[config.mk]
export PLATFORM = sky130hd
export DESIGN_NAME = multicycle_ctrl
export DESIGN_NICKNAME = d
export VERILOG_FILES = /design/src/rtl/multicycle_ctrl.sv
export SDC_FILE = /design/constraint.sdc
export NUM_CORES = 1
export LEC_CHECK = 0
export BUFFER_PORTS_ARGS = -buffer_cell sky130_fd_sc_hd__buf_2
export CAP_MARGIN = 20
export CORE_MARGIN = 5
export CORE_UTILIZATION = 30
export CTS_CLUSTER_SIZE = 16
export DETAILED_ROUTE_END_ITERATION = 10
export GPL_TIMING_DRIVEN = 0
export SETUP_SLACK_MARGIN = 0.5
export SYNTH_ARGS = -nofsm -noshare
export SYNTH_HDL_FRONTEND = slang
export SYNTH_SLANG_ARGS = --single-unit
[constraint.sdc]
create_clock -name clk -period 4.22 [get_ports clk]
set_clock_uncertainty 0.2 [all_clocks]
set_input_delay 0.211 -clock clk [delete_from_list [all_inputs] [get_ports clk]]
set_output_delay 0.211 -clock clk [all_outputs]
set_load 0.1 [all_outputs]
[src/rtl/multicycle_ctrl.sv]
// Multi-cycle control unit for the RV32I-subset datapath.
// Latches each instruction, decodes it, and steps the shared PC / RegFile /
// ALU / DataRAM through FETCH-DECODE-EXEC-MEM-WB, with a req/ack data-memory
// handshake that gives up after TIMEOUT unanswered MEM cycles.
module multicycle_ctrl #(
    parameter int TIMEOUT = 15
) (
    input  logic        clk,
    input  logic        rst,
    input  logic [31:0] rom_ins,
    input  logic        alu_con,
    input  logic        mem_ack,
    output logic [31:0] ir,
    output logic        pc_we,
    output logic        pc_sel,
    output logic        rf_we,
    output logic [1:0]  wb_sel,
    output logic [4:0]  alu_op,
    output logic        alusrc_imm,
    output logic [31:0] imm,
    output logic        mem_req,
    output logic        mem_we,
    output logic [2:0]  state,
    output logic        halt,
    output logic [1:0]  fault,
    output logic [31:0] instret
);

    typedef enum logic [2:0] {
        S_FETCH  = 3'd0,
        S_DECODE = 3'd1,
        S_EXEC   = 3'd2,
        S_MEM    = 3'd3,
        S_WB     = 3'd4,
        S_HALT   = 3'd5
    } state_t;

    // R-type and I-type arithmetic share one class; they differ only in ALU source.
    typedef enum logic [2:0] {
        C_ALU, C_LW, C_SW, C_BR, C_LUI, C_JAL
    } cls_t;

    localparam logic [7:0] WAIT_LAST = 8'(TIMEOUT - 1);

    state_t      state_q, state_d;
    logic [31:0] ir_q, ir_d;
    logic [1:0]  fault_q, fault_d;
    logic [31:0] instret_q, instret_d;
    logic [7:0]  wait_q, wait_d;

    logic        dec_legal;
    cls_t        dec_cls;
    logic [4:0]  dec_alu_op;
    logic        dec_src_imm;
    logic [31:0] dec_imm;

    logic [6:0]  opcode;
    logic [2:0]  funct3;
    logic [6:0]  funct7;
    logic [31:0] imm_i, imm_s, imm_b, imm_u, imm_j;

    assign opcode = ir_q[6:0];
    assign funct3 = ir_q[14:12];
    assign funct7 = ir_q[31:25];

    assign imm_i = {{20{ir_q[31]}}, ir_q[31:20]};
    assign imm_s = {{20{ir_q[31]}}, ir_q[31:25], ir_q[11:7]};
    assign imm_b = {{19{ir_q[31]}}, ir_q[31], ir_q[7], ir_q[30:25], ir_q[11:8], 1'b0};
    assign imm_u = {ir_q[31:12], 12'b0};
    assign imm_j = {{11{ir_q[31]}}, ir_q[31], ir_q[19:12], ir_q[20], ir_q[30:21], 1'b0};

    // Instruction decode of the latched ir: class, legality, ALU code and immediate.
    always_comb begin
        dec_legal   = 1'b0;
        dec_cls     = C_ALU;
        dec_alu_op  = 5'b00000;
        dec_src_imm = 1'b0;
        dec_imm     = 32'd0;
        unique case (opcode)
            7'b0110011: begin
                unique case (funct3)
                    3'b000: begin
                        if (funct7 == 7'b0000000) begin dec_legal = 1'b1; dec_alu_op = 5'b00000; end
                        else if (funct7 == 7'b0100000) begin dec_legal = 1'b1; dec_alu_op = 5'b00111; end
                    end
                    3'b001: if (funct7 == 7'b0000000) begin dec_legal = 1'b1; dec_alu_op = 5'b00100; end
                    3'b100: if (funct7 == 7'b0000000) begin dec_legal = 1'b1; dec_alu_op = 5'b00011; end
                    3'b101: begin
                        if (funct7 == 7'b0000000) begin dec_legal = 1'b1; dec_alu_op = 5'b00101; end
                        else if (funct7 == 7'b0100000) begin dec_legal = 1'b1; dec_alu_op = 5'b00110; end
                    end
                    3'b110: if (funct7 == 7'b0000000) begin dec_legal = 1'b1; dec_alu_op = 5'b00010; end
                    3'b111: if (funct7 == 7'b0000000) begin dec_legal = 1'b1; dec_alu_op = 5'b00001; end
                    default: ;
                endcase
            end
            7'b0010011: begin
                dec_src_imm = 1'b1;
                dec_imm     = imm_i;
                unique case (funct3)
                    3'b000: begin dec_legal = 1'b1; dec_alu_op = 5'b00000; end
                    3'b001: if (funct7 == 7'b0000000) begin dec_legal = 1'b1; dec_alu_op = 5'b00100; end
                    3'b100: begin dec_legal = 1'b1; dec_alu_op = 5'b00011; end
                    3'b101: begin
                        if (funct7 == 7'b0000000) begin dec_legal = 1'b1; dec_alu_op = 5'b00101; end
                        else if (funct7 == 7'b0100000) begin dec_legal = 1'b1; dec_alu_op = 5'b00110; end
                    end
                    3'b110: begin dec_legal = 1'b1; dec_alu_op = 5'b00010; end
                    3'b111: begin dec_legal = 1'b1; dec_alu_op = 5'b00001; end
                    default: ;
                endcase
            end
            7'b0000011: begin
                dec_cls = C_LW; dec_legal = (funct3 == 3'b010); dec_src_imm = 1'b1; dec_imm = imm_i;
            end
            7'b0100011: begin
                dec_cls = C_SW; dec_legal = (funct3 == 3'b010); dec_src_imm = 1'b1; dec_imm = imm_s;
            end
            7'b1100011: begin
                dec_cls = C_BR;
                dec_imm = imm_b;
                unique case (funct3)
                    3'b000:  begin dec_legal = 1'b1; dec_alu_op = 5'b01001; end
                    3'b100:  begin dec_legal = 1'b1; dec_alu_op = 5'b01010; end
                    3'b110:  begin dec_legal = 1'b1; dec_alu_op = 5'b10101; end
                    default: ;
                endcase
            end
            7'b0110111: begin dec_cls = C_LUI; dec_legal = 1'b1; dec_imm = imm_u; end
            7'b1101111: begin dec_cls = C_JAL; dec_legal = 1'b1; dec_imm = imm_j; end
            default: ;
        endcase
        // An illegal word never drives the datapath with half-decoded fields.
        if (!dec_legal) begin
            dec_alu_op  = 5'b00000;
            dec_src_imm = 1'b0;
            dec_imm     = 32'd0;
        end
    end

    // Next-state logic and the control outputs for the current state.
    always_comb begin
        state_d    = state_q;
        ir_d       = ir_q;
        fault_d    = fault_q;
        wait_d     = wait_q;
        pc_we      = 1'b0;
        pc_sel     = 1'b0;
        rf_we      = 1'b0;
        wb_sel     = 2'd0;
        alu_op     = 5'b00000;
        alusrc_imm = 1'b0;
        imm        = 32'd0;
        mem_req    = 1'b0;
        mem_we     = 1'b0;
        // Decoded fields are presented from DECODE until the next FETCH.
        if (state_q inside {S_DECODE, S_EXEC, S_MEM, S_WB}) begin
            alu_op     = dec_alu_op;
            alusrc_imm = dec_src_imm;
            imm        = dec_imm;
        end
        unique case (state_q)
            S_FETCH: begin
                ir_d    = rom_ins;
                wait_d  = 8'd0;
                state_d = S_DECODE;
            end
            S_DECODE: begin
                if (!dec_legal) begin
                    fault_d = 2'd1;
                    state_d = S_HALT;
                end else if (dec_cls == C_LUI || dec_cls == C_JAL) begin
                    state_d = S_WB;
                end else begin
                    state_d = S_EXEC;
                end
            end
            S_EXEC: begin
                unique case (dec_cls)
                    C_LW, C_SW: state_d = S_MEM;
                    C_BR: begin
                        pc_we   = 1'b1;
                        pc_sel  = alu_con;
                        state_d = S_FETCH;
                    end
                    default: state_d = S_WB;
                endcase
            end
            S_MEM: begin
                mem_req = 1'b1;
                mem_we  = (dec_cls == C_SW);
                if (mem_ack) begin
                    wait_d = 8'd0;
                    if (dec_cls == C_SW) begin
                        pc_we   = 1'b1;
                        state_d = S_FETCH;
                    end else begin
                        state_d = S_WB;
                    end
                end else if (wait_q == WAIT_LAST) begin
                    fault_d = 2'd2;
                    state_d = S_HALT;
                end else begin
                    wait_d = wait_q + 8'd1;
                end
            end
            S_WB: begin
                rf_we   = 1'b1;
                pc_we   = 1'b1;
                state_d = S_FETCH;
                unique case (dec_cls)
                    C_LW:    wb_sel = 2'd1;
                    C_LUI:   wb_sel = 2'd2;
                    C_JAL:   begin wb_sel = 2'd3; pc_sel = 1'b1; end
                    default: wb_sel = 2'd0;
                endcase
            end
            S_HALT:  ;
            default: state_d = S_FETCH;
        endcase
    end

    // Every PC load retires exactly one instruction.
    always_comb begin
        instret_d = instret_q + {31'd0, pc_we};
    end

    // State, instruction and counter registers.
    always_ff @(posedge clk) begin
        if (rst) begin
            state_q   <= S_FETCH;
            ir_q      <= 32'd0;
            fault_q   <= 2'd0;
            instret_q <= 32'd0;
            wait_q    <= 8'd0;
        end else begin
            state_q   <= state_d;
            ir_q      <= ir_d;
            fault_q   <= fault_d;
            instret_q <= instret_d;
            wait_q    <= wait_d;
        end
    end

    assign ir      = ir_q;
    assign state   = state_q;
    assign halt    = (state_q == S_HALT);
    assign fault   = fault_q;
    assign instret = instret_q;

endmodule

## After elaboration in Yosys (flattened, before gate mapping)

Index checks and enable logic that the tools add are counted.

| word-level totals | value |
|---|---|
| word-level logic and storage cells | 111 |
| output and inout port bits | 115 |
| flip-flop bits (word level) | 77 |
| input port bits | 36 |

| operators by class | value |
|---|---|
| bitwise gates (word level) | 1 |
| reductions and logical operators | 19 |
| muxes and demuxes | 54 |
| add/subtract/negate cells | 2 |
| eq/ne operators | 30 |

Operators with widths:

| cell | count |
|---|---|
| $pmux W32 S5 | 1 |
| $mux W32 | 2 |
| $pmux W3 S5 | 3 |
| $add A32 B1 Y32 | 1 |
| $mux W3 | 10 |
| $pmux W5 S3 | 2 |
| $eq A7 B6 Y1 const B | 4 |
| $eq A3 B3 Y1 const B | 8 |
| $pmux W3 S6 | 1 |
| $mux W1 | 16 |
| $mux W8 | 2 |
| $pmux W8 S2 | 1 |
| $eq A3 B2 Y1 const B | 5 |
| $eq A7 B7 Y1 const B | 2 |
| $mux W2 | 6 |
| $mux W5 | 2 |
| $reduce_or A2 Y1 | 5 |
| $eq A3 B1 Y1 const B | 3 |
| $add A8 B1 Y8 const B | 1 |
| $eq A8 B4 Y1 const B | 1 |
| $reduce_or A4 Y1 | 2 |
| $eq A7 B2 Y1 const B | 1 |
| $eq A7 B5 Y1 const B | 1 |
| $logic_not A7 Y1 | 1 |
| other kinds (18) | 25 |

## Longest topological paths before layout

Gate-level depths: netlist of the first run.

| logic depth | value |
|---|---|
| depth in word-level cells | 7 |
| gate-level depth with buffers | 13 |

## Least setup slack after synthesis of the first run

OpenSTA, ideal clock, no wires.

| path | value |
|---|---|
| kind | flip-flop to flip-flop |
| from | register ir_q[5] (netlist: ir[5]) |
| to | register instret_q[27] (netlist: instret[27]) |
| cell stages (with the launch flop) | 13 |
| path buffers | 2 |
| arrival | 5700 ps |
| setup time | 128 ps |
| path slack | -1807 ps |
| clock period less this slack | 6027 ps |
| path through | dfxtp_1 clkbuf_1 and3b_1 and2_1 a21oi_1 o21ai_0 ha_1 nand3_1 or3_1 clkbuf_1 nor4b_1 xnor2_1 nor2_1 |

| on the way | value |
|---|---|
| word-level cells in the longest chain between the ends | 7 |

RTL lines:

| item | line | RTL |
|---|---|---|
| from (decl) | 46 | `logic [31:0] ir_q, ir_d;` |
| from (signal assigned) | 238 | `ir_q <= ir_d;` |
| $eq A7 B7 Y1 (tied with other cells) | 79 | `unique case (opcode)` |
| $pmux W3 S5 * | 79 |  |
| $eq A3 B2 Y1 | 194 | `if (dec_cls == C_SW) begin` |
| $mux W1 | 194 |  |
| $mux W1 | 192 | `if (mem_ack) begin` |
| $pmux W1 S3 * | 162 | `unique case (state_q)` |
| net pc_we | 14 | `output logic pc_we,` |
| $add A32 B1 Y32 * | 225 | `instret_d = instret_q + {31'd0, pc_we};` |
| to (signal assigned) | 240 | `instret_q <= instret_d;` |
| to (decl) | 48 | `logic [31:0] instret_q, instret_d;` |

The timed path passes the listed nets; every way through them passes the cells marked *.
A chain may end at the register's enable or synchronous reset.

## Worst setup path after layout of the first run

| path | value |
|---|---|
| from | register ir_q[6] (netlist: ir[6]) |
| to | output port alusrc_imm |

| on the way | value |
|---|---|
| word-level cells in the longest chain between the ends | 5 |

RTL lines:

| item | line | RTL |
|---|---|---|
| $eq A7 B7 Y1 (tied with other cells) | 79 |  |
| $reduce_or A2 Y1 (no source line) or $reduce_or A3 Y1 (tied branches) | -- |  |
| $pmux W1 S5 or $mux W1 (tied branches) | 79 |  |
| $mux W1 * | 134 | `if (!dec_legal) begin` |
| $mux W1 * | 157 | `if (state_q inside {S_DECODE, S_EXEC, S_MEM, S_WB}) begin` |
| to (decl) | 19 | `output logic alusrc_imm,` |

Mark *: on every way between the ends. The rest lies on a longest branch, timed or not.

==> reports/summary.txt, run 1 <==
Data required, critical path - 3810 ps
GRT overflow - 0
CP max stage delay - 440 ps
clock sink count - 77
Final HPWL DP - 11.5 mm
Nets - 809
initial DRC count - 425
non-filler cells in the finished layout - 957
vias in the first global route - 4,597
Synth async-reset ratio - 0
Die ar. - 17,000 um^2
GPL Wtd Cong - 0.852
DRT Pass-1 Iters - 5
CTS clock-pin slew for the worst setup and hold paths - 60 ps
share of layout cells above drive strength 1 - 0.309
Buffers & Inverters on Critical Path - 3
fill cell count - 1,451
Reg-to-Reg Start - ir[5]
Finished Cell Area - 6470 um^2
flop2flop setup slack - 700 ps
clock latency on the worst-skew pair - 340 ps
area leader, netlist - dfxtp_1
drt total wl - 15.6 mm
Post-Synth XOR/XNOR Area - 0.0684
Final Power - 2.15 mW
mux contribution to synthesized area - 0.00718
internal power - 1.35 mW
fin crit share - 0.850
most common cell in the netlist - nand2_1
Vias/cell - 5.08
Worst Path Arrival - 3180 ps
initial antenna violation count - 0
Psw - 0.805 mW
H-tree levels - 3
CTS tree - built
placed cell count - 908
Startpoint Class - register
Die X - 131 um
Setup Viol. Count Final - 0
Num CTS Buffers - 9
clock share of power - 0.357
clock buffer depth - 2
Synth top area share - 0.354
I/O Buffers - 150
HP Class - in2reg
Detail Route Antenna Nets - 0
reg-to-reg critical path endpoint - instret[31]
count of final hold-check violations - 0
P_leak - 2.84 nW
Simple-Gate Fraction of Synth Area - 0.360
Synth Register Bits - 77
Post-synth EDFFs - 0
Largest delay share family, worst path - compound AO/OA/AOI/OAI gates
Initial Util - 0.303
Worst Max-Slew Pin Slew - 1040 ps
worst-case reg-to-reg path depth - 12
Placement Rows - 44
RSZ-0062 raised after global routing - no
Combinational Power Share - 0.268
fmax - 279 MHz
Final Util - 0.450
peak supply drop - 270 uV
Sw Ratio - 0.374
Mapped Cells - 572
synth warn - 0
Mapped Area - 4360 um^2
gr usage total - 0.177
ANT cells - 0
Crit. End Element - primary output
power density over cell area - 333 nW/um^2
area grow syn2layout - 48.5%
Hold Crit Start - mem_ack
synth cell count leaders - nand2_1 (89), dfxtp_1 (77), a21oi_1 (60), nor2_1 (59), clkbuf_1 (35)
DR WL/cell - 16.3 um
critical path's slowest cell - a311o_1
largest family of logic cells by synthesized area - simple AND/OR/NAND/NOR gates
Slew Viols, Final - 0
sequential share of power - 0.376
Final min period - 3590 ps
Slew HR - 0.301
dpl ws - 630 ps
min setup slack post-route - 631 ps
placed cell areas - 5720 um^2
WHS Path Cells - 4
Hold EP - wait_q[6]
status - finished, final reports clean
top_reg_cell synth - dfxtp_1
Max Cap Violations - 0
Post-Synth Adder-Cell Area - 0.0115
synth top area cells - dfxtp_1 (35%), nand2_1 (7.7%), a21oi_1 (6.9%)
chip height - 131 um
synth unique cells - 62
first-pass GRT wire length - 23.9 mm
Max FO, Critical Path - 10
post-synth net total - 612
CTS root buf - clkbuf_16
sequential area share after synthesis - 0.354
pin count of the biggest net entering global routing - 14
core area - 14,400 um^2
I/O pin cnt - 151
DRC violations left - 0
WS Path Type - reg2out
Avg Inst Size Synth - 7.62 um^2
crit-path cells - clkbuf_1, nand2b_1, a2111oi_1, a32oi_1, a311o_1, buf_6, nor4b_2, clkbuf_4
compound-gate portion of the synthesized area - 0.150
Via Count - 4,863
how the worst max path moves through the flow:
stage	from	cells past startpoint	end	slack [ps]
final	ir[6]	8	alusrc_imm	630
after global routing	ir[6]	8	imm[16]	490
after CTS	ir[6]	8	alu_op[2]	510
after detailed placement	ir[3]	13	instret[27]	630
after global placement	ir[3]	13	instret[25]	670
after floorplan	ir[27]	6	alu_op[3]	-90
per-layer routing:
layer,routed length [um],track usage
met1,6610,0.229
met2,7240,0.285
met3,1500,0.0602
met4,215,0.0436
met5,0,0
worst reg2reg max path, delay by kind of cell (launching register included):
family	cells	cell delay [ps]
and+or+nand+nor	6	1530
buffers and inverters	2	590
DFF	1	370
AOI/OAI and AO/OA	2	360
adders and majority gates	1	200
xor gates and xnor gates	1	160
sequential cells by signal, summed over array words and instances (netlist names):
register	cells
fault	2
wait_q	8
ir	32
instret	32
state	3
power groups by stage:
stage | clock, mW | sequential (mW) | combinational (mW)
2_1_floorplan | 0 | 1.05 | 0.191
3_3_place_gp | 0 | 0.824 | 0.545
3_5_place_dp | 0 | 0.824 | 0.548
4_1_cts | 0.792 | 0.808 | 0.574
5_1_grt | 0.824 | 0.813 | 0.610
6_report | 0.768 | 0.809 | 0.577
logic make-up after synthesis:
logic type,Yosys count
DFF,77
and+or+nand+nor,297
xor gates and xnor gates,34
adders and majority gates,4
buffers and inverters,50
AOI/OAI and AO/OA,107
muxes,3
area by class of cell:
type,count,area (um^2),share of cell area
clock inverters,5,60.1,0.00928
repair buffers,186,1230,0.190
well taps,184,230,0.0356
flip-flops and latches,77,1560,0.242
clock buffers,10,229,0.0354
inverters,8,30.0,0.00464
plain buffers,42,183,0.0282
multi-input cells,445,2940,0.455
placed cells by master, fill, tap and decap left out, types with 8 or more instances in the layout:
| cell | synthesis | final |
|---|---|---|
| dfxtp_2 | 0 | 12 |
| nor2_1 | 59 | 53 |
| buf_6 | 3 | 9 |
| dlygate4sd3_1 | 0 | 33 |
| buf_2 | 2 | 121 |
| nor3_4 | 0 | 22 |
| dfxtp_1 | 77 | 63 |
| inv_1 | 8 | 8 |
| xnor2_1 | 14 | 14 |
| and3_1 | 10 | 10 |
| nand2b_1 | 9 | 9 |
| o21ai_0 | 13 | 12 |
| clkbuf_1 | 35 | 36 |
| nor2b_1 | 10 | 10 |
| nand3_1 | 16 | 16 |
| nor3_1 | 22 | 11 |
| a21oi_1 | 60 | 60 |
| buf_4 | 0 | 11 |
| clkbuf_4 | 0 | 15 |
| xor2_1 | 20 | 20 |
| and2_1 | 8 | 8 |
| nand2_1 | 89 | 89 |
| nand4_1 | 13 | 13 |
| clkbuf_16 | 0 | 9 |
| or3_1 | 8 | 8 |
repair_timing:
action / in CTS / in global routing
gates resized for setup: 1 / 56
gates cloned: 0 / 0
hold endpoints to repair: 33 / 0
pin swaps: 0 / 2
buffers inserted: 0 / 1
endpoints found under the setup margin: 1 / 56
hold buffers: 33 / 0
through the flow:
step                      setup TNS, ps  hold WS (ps)
after floorplan                    -533           137
after global placement                0           245
after detailed placement              0           253
after CTS                             0          89.0
after global routing                  0           149
final                                 0          96.8
(Power assumes the default switching activity.)
==> inputs of run 2 (changes only) <==
--- a/config.mk
+++ b/config.mk
@@ -5,6 +5,7 @@
 export SDC_FILE = /design/constraint.sdc
 export NUM_CORES = 1
 export LEC_CHECK = 0
+export ABC_AREA = 1
 export BUFFER_PORTS_ARGS = -buffer_cell sky130_fd_sc_hd__buf_2
 export CAP_MARGIN = 20
 export CORE_MARGIN = 5
==> run 2 against run 1 <==
  * Count of clock-buffer cells in the layout rose by 1
  * Largest power group is now combinational logic
  * Clock power rose by 14%
  * Sequential cell count did not move
  * Synthesized cell count rose by 15%
  * Final cell count rose by 8.4%
  * Critical path depth rose by 10
  * Sequential share of layout area rose by 1.5 points
  * First-iteration DRC count fell by 28%
  * Cell area fell by 5.2%
  * Via count rose by 2.9%
==> reports/summary.txt, run 2 <==
status - finished, final reports clean
sequential area share after synthesis - 0.356
Slew Viols, Final - 0
Mapped Area - 4330 um^2
clock sink count - 77
DRT Pass-1 Iters - 5
count of final hold-check violations - 0
pin count of the biggest net entering global routing - 15
initial antenna violation count - 0
fmax - 289 MHz
top_reg_cell synth - dfxtp_1
Vias/cell - 4.83
area grow syn2layout - 41.9%
CTS clock-pin slew for the worst setup and hold paths - 60 ps
clock share of power - 0.332
synth warn - 0
Via Count - 5,005
Sw Ratio - 0.426
CTS root buf - clkbuf_16
GRT overflow - 0
Nets - 892
Final HPWL DP - 11.5 mm
non-filler cells in the finished layout - 1,037
Avg Inst Size Synth - 6.56 um^2
DRC violations left - 0
synth top area cells - dfxtp_1 (36%), nor2_1 (11%), a21oi_1 (8.2%)
ANT cells - 0
peak supply drop - 213 uV
Synth Register Bits - 77
most common cell in the netlist - nor2_1
synth cell count leaders - nor2_1 (125), nand2_1 (94), inv_1 (80), dfxtp_1 (77), a21oi_1 (71)
DR WL/cell - 14.3 um
Psw - 1.12 mW
first-pass GRT wire length - 23.5 mm
Startpoint Class - register
synth unique cells - 44
Crit. End Element - register
leading cell type in the layout, fill and taps excluded - buf_2
min setup slack post-route - 763 ps
initial DRC count - 306
HP Class - in2reg
Synth top area share - 0.356
Post-synth EDFFs - 0
placed cell count - 989
Die X - 130 um
clock latency on the worst-skew pair - 340 ps
fin crit share - 0.819
drt total wl - 14.8 mm
Initial Util - 0.309
Max Cap Violations - 0
I/O Buffers - 149
gr usage total - 0.177
post-synth net total - 699
share of layout cells above drive strength 1 - 0.305
core area - 14,000 um^2
most frequent cells in the layout - buf_2 (149), nor2_1 (115), nand2_1 (91), inv_1 (79), dfxtp_1 (67)
area leader, netlist - dfxtp_1
sequential share of power - 0.334
CTS tree - built
Final min period - 3460 ps
Slew HR - 0.608
WS Path Type - reg2reg
Detail Route Antenna Nets - 0
Final Util - 0.439
Num CTS Buffers - 9
chip height - 130 um
Data required, critical path - 4230 ps
Final Power - 2.63 mW
Setup Viol. Count Final - 0
I/O pin cnt - 151
vias in the first global route - 4,647
internal power - 1.51 mW
clock buffer depth - 2
Placement Rows - 43
Die ar. - 16,900 um^2
RSZ-0062 raised after global routing - no
Mapped Cells - 659
GPL Wtd Cong - 0.888
Max FO, Critical Path - 10
TNS Setup - 0 ps
Combinational Power Share - 0.334
H-tree levels - 3
Synth async-reset ratio - 0
Worst Path Arrival - 3470 ps
dpl ws - 782 ps
P_leak - 2.73 nW
Worst Max-Slew Pin Slew - 588 ps
power density over cell area - 429 nW/um^2
run 2: per-layer routing:
metal	vias to the layer above	wire length [um]	track usage
met2	158	6850	0.287
met3	23	872	0.0377
met4	0	287	0.0636
li1	2551	-	-
met1	2273	6830	0.232
met5	-	0	0
run 2: power by group through the flow:
stage / Clock [mW] / Sequential [mW] / Combinational (mW)
floorplan: 0 / 1.31 / 0.260
CTS: 0.898 / 0.876 / 0.883
global route: 0.930 / 0.888 / 0.934
detailed placement: 0 / 0.892 / 0.856
finish: 0.874 / 0.877 / 0.878
global placement: 0 / 0.891 / 0.854
run 2: cell type report:
cell class	count	area, um^2
Buffer	19	97.6
Clock buffer	11	254
Clock inverter	5	80.1
Fill cell	1504	7850
Inverter	91	344
Multi-Input combinational cell	472	2490
Sequential cell	77	1570
Tap cell	180	225
Timing Repair Buffer	182	1070
run 2: what timing repair did:
action | 4_1_cts | 5_1_grt
setup endpoints to repair | 0 | 0
hold buffers | 32 | 0
hold endpoints to repair | 32 | 0
gates resized for setup | 0 | 0
setup buffers | 0 | 0
run 2: worst paths after layout:
kind / start / to / slack, ps / depth (start not counted)
max: ir[2] / instret[20] / 760 / 18
min: mem_ack / wait_q[0] / 110 / 4
max reg2reg: ir[2] / instret[20] / 760 / 18
min reg2reg: fault[1] / fault[1] / 250 / 2
run 2: cells by family after synthesis:
| logic type | after synthesis | share of synthesized area |
|---|---|---|
| compound gates | 149 | 0.189 |
| simple gates | 316 | 0.336 |
| buf+inv | 110 | 0.102 |
| fa+ha+maj | 4 | 0.0116 |
| xor+xnor | 3 | 0.00608 |
| flops | 77 | 0.356 |
run 2: per-stage QoR:
stage	hold slack, ps	area (um^2)
after floorplan	145	4500
after global placement	234	5470
after detailed placement	239	5480
after CTS	88.5	6140
after global routing	135	6140
final	111	6140
run 2: critical path, cell delays in order, from the launching register on:
cell,delay [ps]
dfxtp_4,360
nor2_2,150
nand2_4,120
nor3_4,500
inv_2,160
o221ai_4,260
ha_2,250
ha_4,140
nand2_2,70
nor2_4,170
inv_2,60
nor2_4,110
nand2_2,70
nor2_2,120
nand2_2,100
nor2_4,160
nand2_2,90
nor3_1,190
nor3b_2,60
==> inputs of run 3 (changes only) <==
==> constraint.sdc (replaced) <==
create_clock -name clk -period 3.6 [get_ports clk]
set_clock_uncertainty 0.2 [all_clocks]
set_input_delay 0.18 -clock clk [delete_from_list [all_inputs] [get_ports clk]]
set_output_delay 0.18 -clock clk [all_outputs]
set_load 0.1 [all_outputs]
==> run 3 against run 2 <==
  * First-iteration DRC count up 26%
  * Combinational power grew 21%
  * Worst setup slack lost 130 ps
  * Sequential share of layout area shrank 1.4 points
  * Worst hold slack worse by 27 ps
  * Cell area up 5.9%
==> reports/summary.txt, run 3 (same netlist as run 2, synthesis figures left out) <==
flop2flop setup slack - 670 ps
I/O pin cnt - 151
Final HPWL DP - 11.9 mm
Nets - 903
CP max stage delay - 420 ps
DR WL/cell - 15.1 um
H-tree levels - 3
Worst Max-Slew Pin Slew - 574 ps
met2 routed WL - 7.24 mm
Die X - 130 um
CTS root buf - clkbuf_16
placed cell areas - 5670 um^2
Die ar. - 16,900 um^2
share of layout cells above drive strength 1 - 0.346
count of final hold-check violations - 0
crit-path cells - inv_4, nand2_4, nor2_4, nand2_2, inv_2, nor2_1, o21ai_2, o211ai_4, buf_6, nor2_4, clkbuf_4
fmax - 337 MHz
TNS Setup - 0 ps
first-pass GRT wire length - 24.9 mm
DR top layer - met4
area grow syn2layout - 50.3%
footprint of the multi-input gates - 2740 um^2
RSZ-0062 raised after global routing - yes
peak supply drop - 264 uV
core area - 14,000 um^2
worst-case reg-to-reg path depth - 19
vias in the first global route - 4,821
Max FO, Critical Path - 10
clock latency on the worst-skew pair - 340 ps
GPL Wtd Cong - 0.922
HP Class - in2reg
CTS tree - built
Finished Cell Area - 6500 um^2
Detail Route Antenna Nets - 0
WL met1 - 7.14 mm
worst setup path endpoint - imm[24]
initial antenna violation count - 0
Crit. End Element - primary output
WS Path Type - reg2out
Final min period - 2970 ps
initial DRC count - 385
DRC violations left - 0
WHS Path Cells - 4
Placement Rows - 43
CTS clock-pin slew for the worst setup and hold paths - 60 ps
cell count along the critical path - 11
GRT overflow - 0
pin count of the biggest net entering global routing - 15
gr usage total - 0.187
clock buffer depth - 2
most frequent CP cell - nor2_4
chip height - 130 um
P_leak - 2.82 nW
Num CTS Buffers - 9
drt total wl - 15.8 mm
power density over cell area - 464 nW/um^2
reg-to-reg critical path endpoint - instret[26]
fin crit share - 0.824
Reg-to-Reg Start - ir[2]
most frequent cells in the layout - buf_2 (126), nor2_1 (103), nand2_1 (90), inv_1 (76), dfxtp_1 (64)
beginning of the critical path - ir[4]
Slew Viols, Final - 0
Max Cap Violations - 0
critical path's slowest cell - o211ai_4
met3 WL - 1.05 mm
fill cell count - 1,446
Startpoint Class - register
Via Count - 5,143
clock sink count - 77
FF+latch area - 1580 um^2
Vias/cell - 4.91
I/O Buffers - 149
Largest delay share family, worst path - buffers and inverters
Initial Util - 0.309
status - finished, final reports clean
Worst Path Arrival - 2590 ps
Buffers & Inverters on Critical Path - 4
Data required, critical path - 3220 ps
leading cell type in the layout, fill and taps excluded - buf_2
DRT Pass-1 Iters - 5
Setup Viol. Count Final - 0
Slew HR - 0.617
==> run 3: cell count changes in the layout (fill, tap and decap cells not counted), sizes merged <==
| cell | delta |
|---|---|
| buf | -12 |
| bufinv | -1 |
| clkbuf | +21 |
| clkinv | +2 |
| clkinvlp | +1 |
| diode | +1 |
| inv | -1 |
==> run 3: layout make-up <==
type,instances,area share
flip-flops and latches,77,0.243
multi-input cells,472,0.421
well taps,180,0.0346
clock buffers,9,0.0346
inverters,91,0.0533
diodes,1,0.000385
clock inverters,6,0.0112
repair buffers,193,0.187
plain buffers,19,0.0156
==> run 3: worst min-delay path by stage <==
stage                end  slack, ps   startpoint
4_1_cts        wait_q[0]         70      mem_ack
6_report       wait_q[0]         80      mem_ack
3_5_place_dp       ir[1]        210   rom_ins[1]
2_1_floorplan      ir[0]        110   rom_ins[0]
3_3_place_gp      ir[17]        200  rom_ins[17]
5_1_grt        wait_q[0]        160      mem_ack
==> run 3: worst reg2reg max path: cells and delay by family, from the launching register on <==
kind | cells | cell delay [ps]
buffers and inverters | 2 | 150
AND/OR/NAND/NOR | 14 | 1560
AO/OA/AOI/OAI | 1 | 260
flip-flops | 1 | 360
adder cells (fa/ha/maj) | 2 | 350
==> run 3: repair_timing <==
item	4_1_cts	5_1_grt
pin swaps	2	12
setup buffers	2	9
setup endpoints to repair	22	35
hold endpoints to repair	32	0
gates resized for setup	3	35
hold buffers	32	0
==> run 3: routing by layer <==
layer,GRT usage,vias to the layer above
met1,0.253,2355
met5,0,-
li1,-,2567
met3,0.0409,32
met2,0.295,189
met4,0.0630,0
==> run 3: report_power, final <==
group / switching [mW] / internal, mW / total (mW)
Clock: 0.385 / 0.539 / 0.925
Combinational: 0.865 / 0.192 / 1.06
Sequential: 0.0979 / 0.936 / 1.03
Total: 1.35 / 1.67 / 3.02
==> run 3: through the flow <==
stage	util	std cells	total power, mW	hold slack (ps)	setup slack, ps
after floorplan	-	659	1.85	114	-223
after global routing	0.464	1047	3.15	162	423
after global placement	0.404	988	2.06	205	183
final	0.465	1048	3.02	84.6	632
after CTS	0.452	1038	3.03	69.0	532
after detailed placement	0.405	989	2.06	208	142
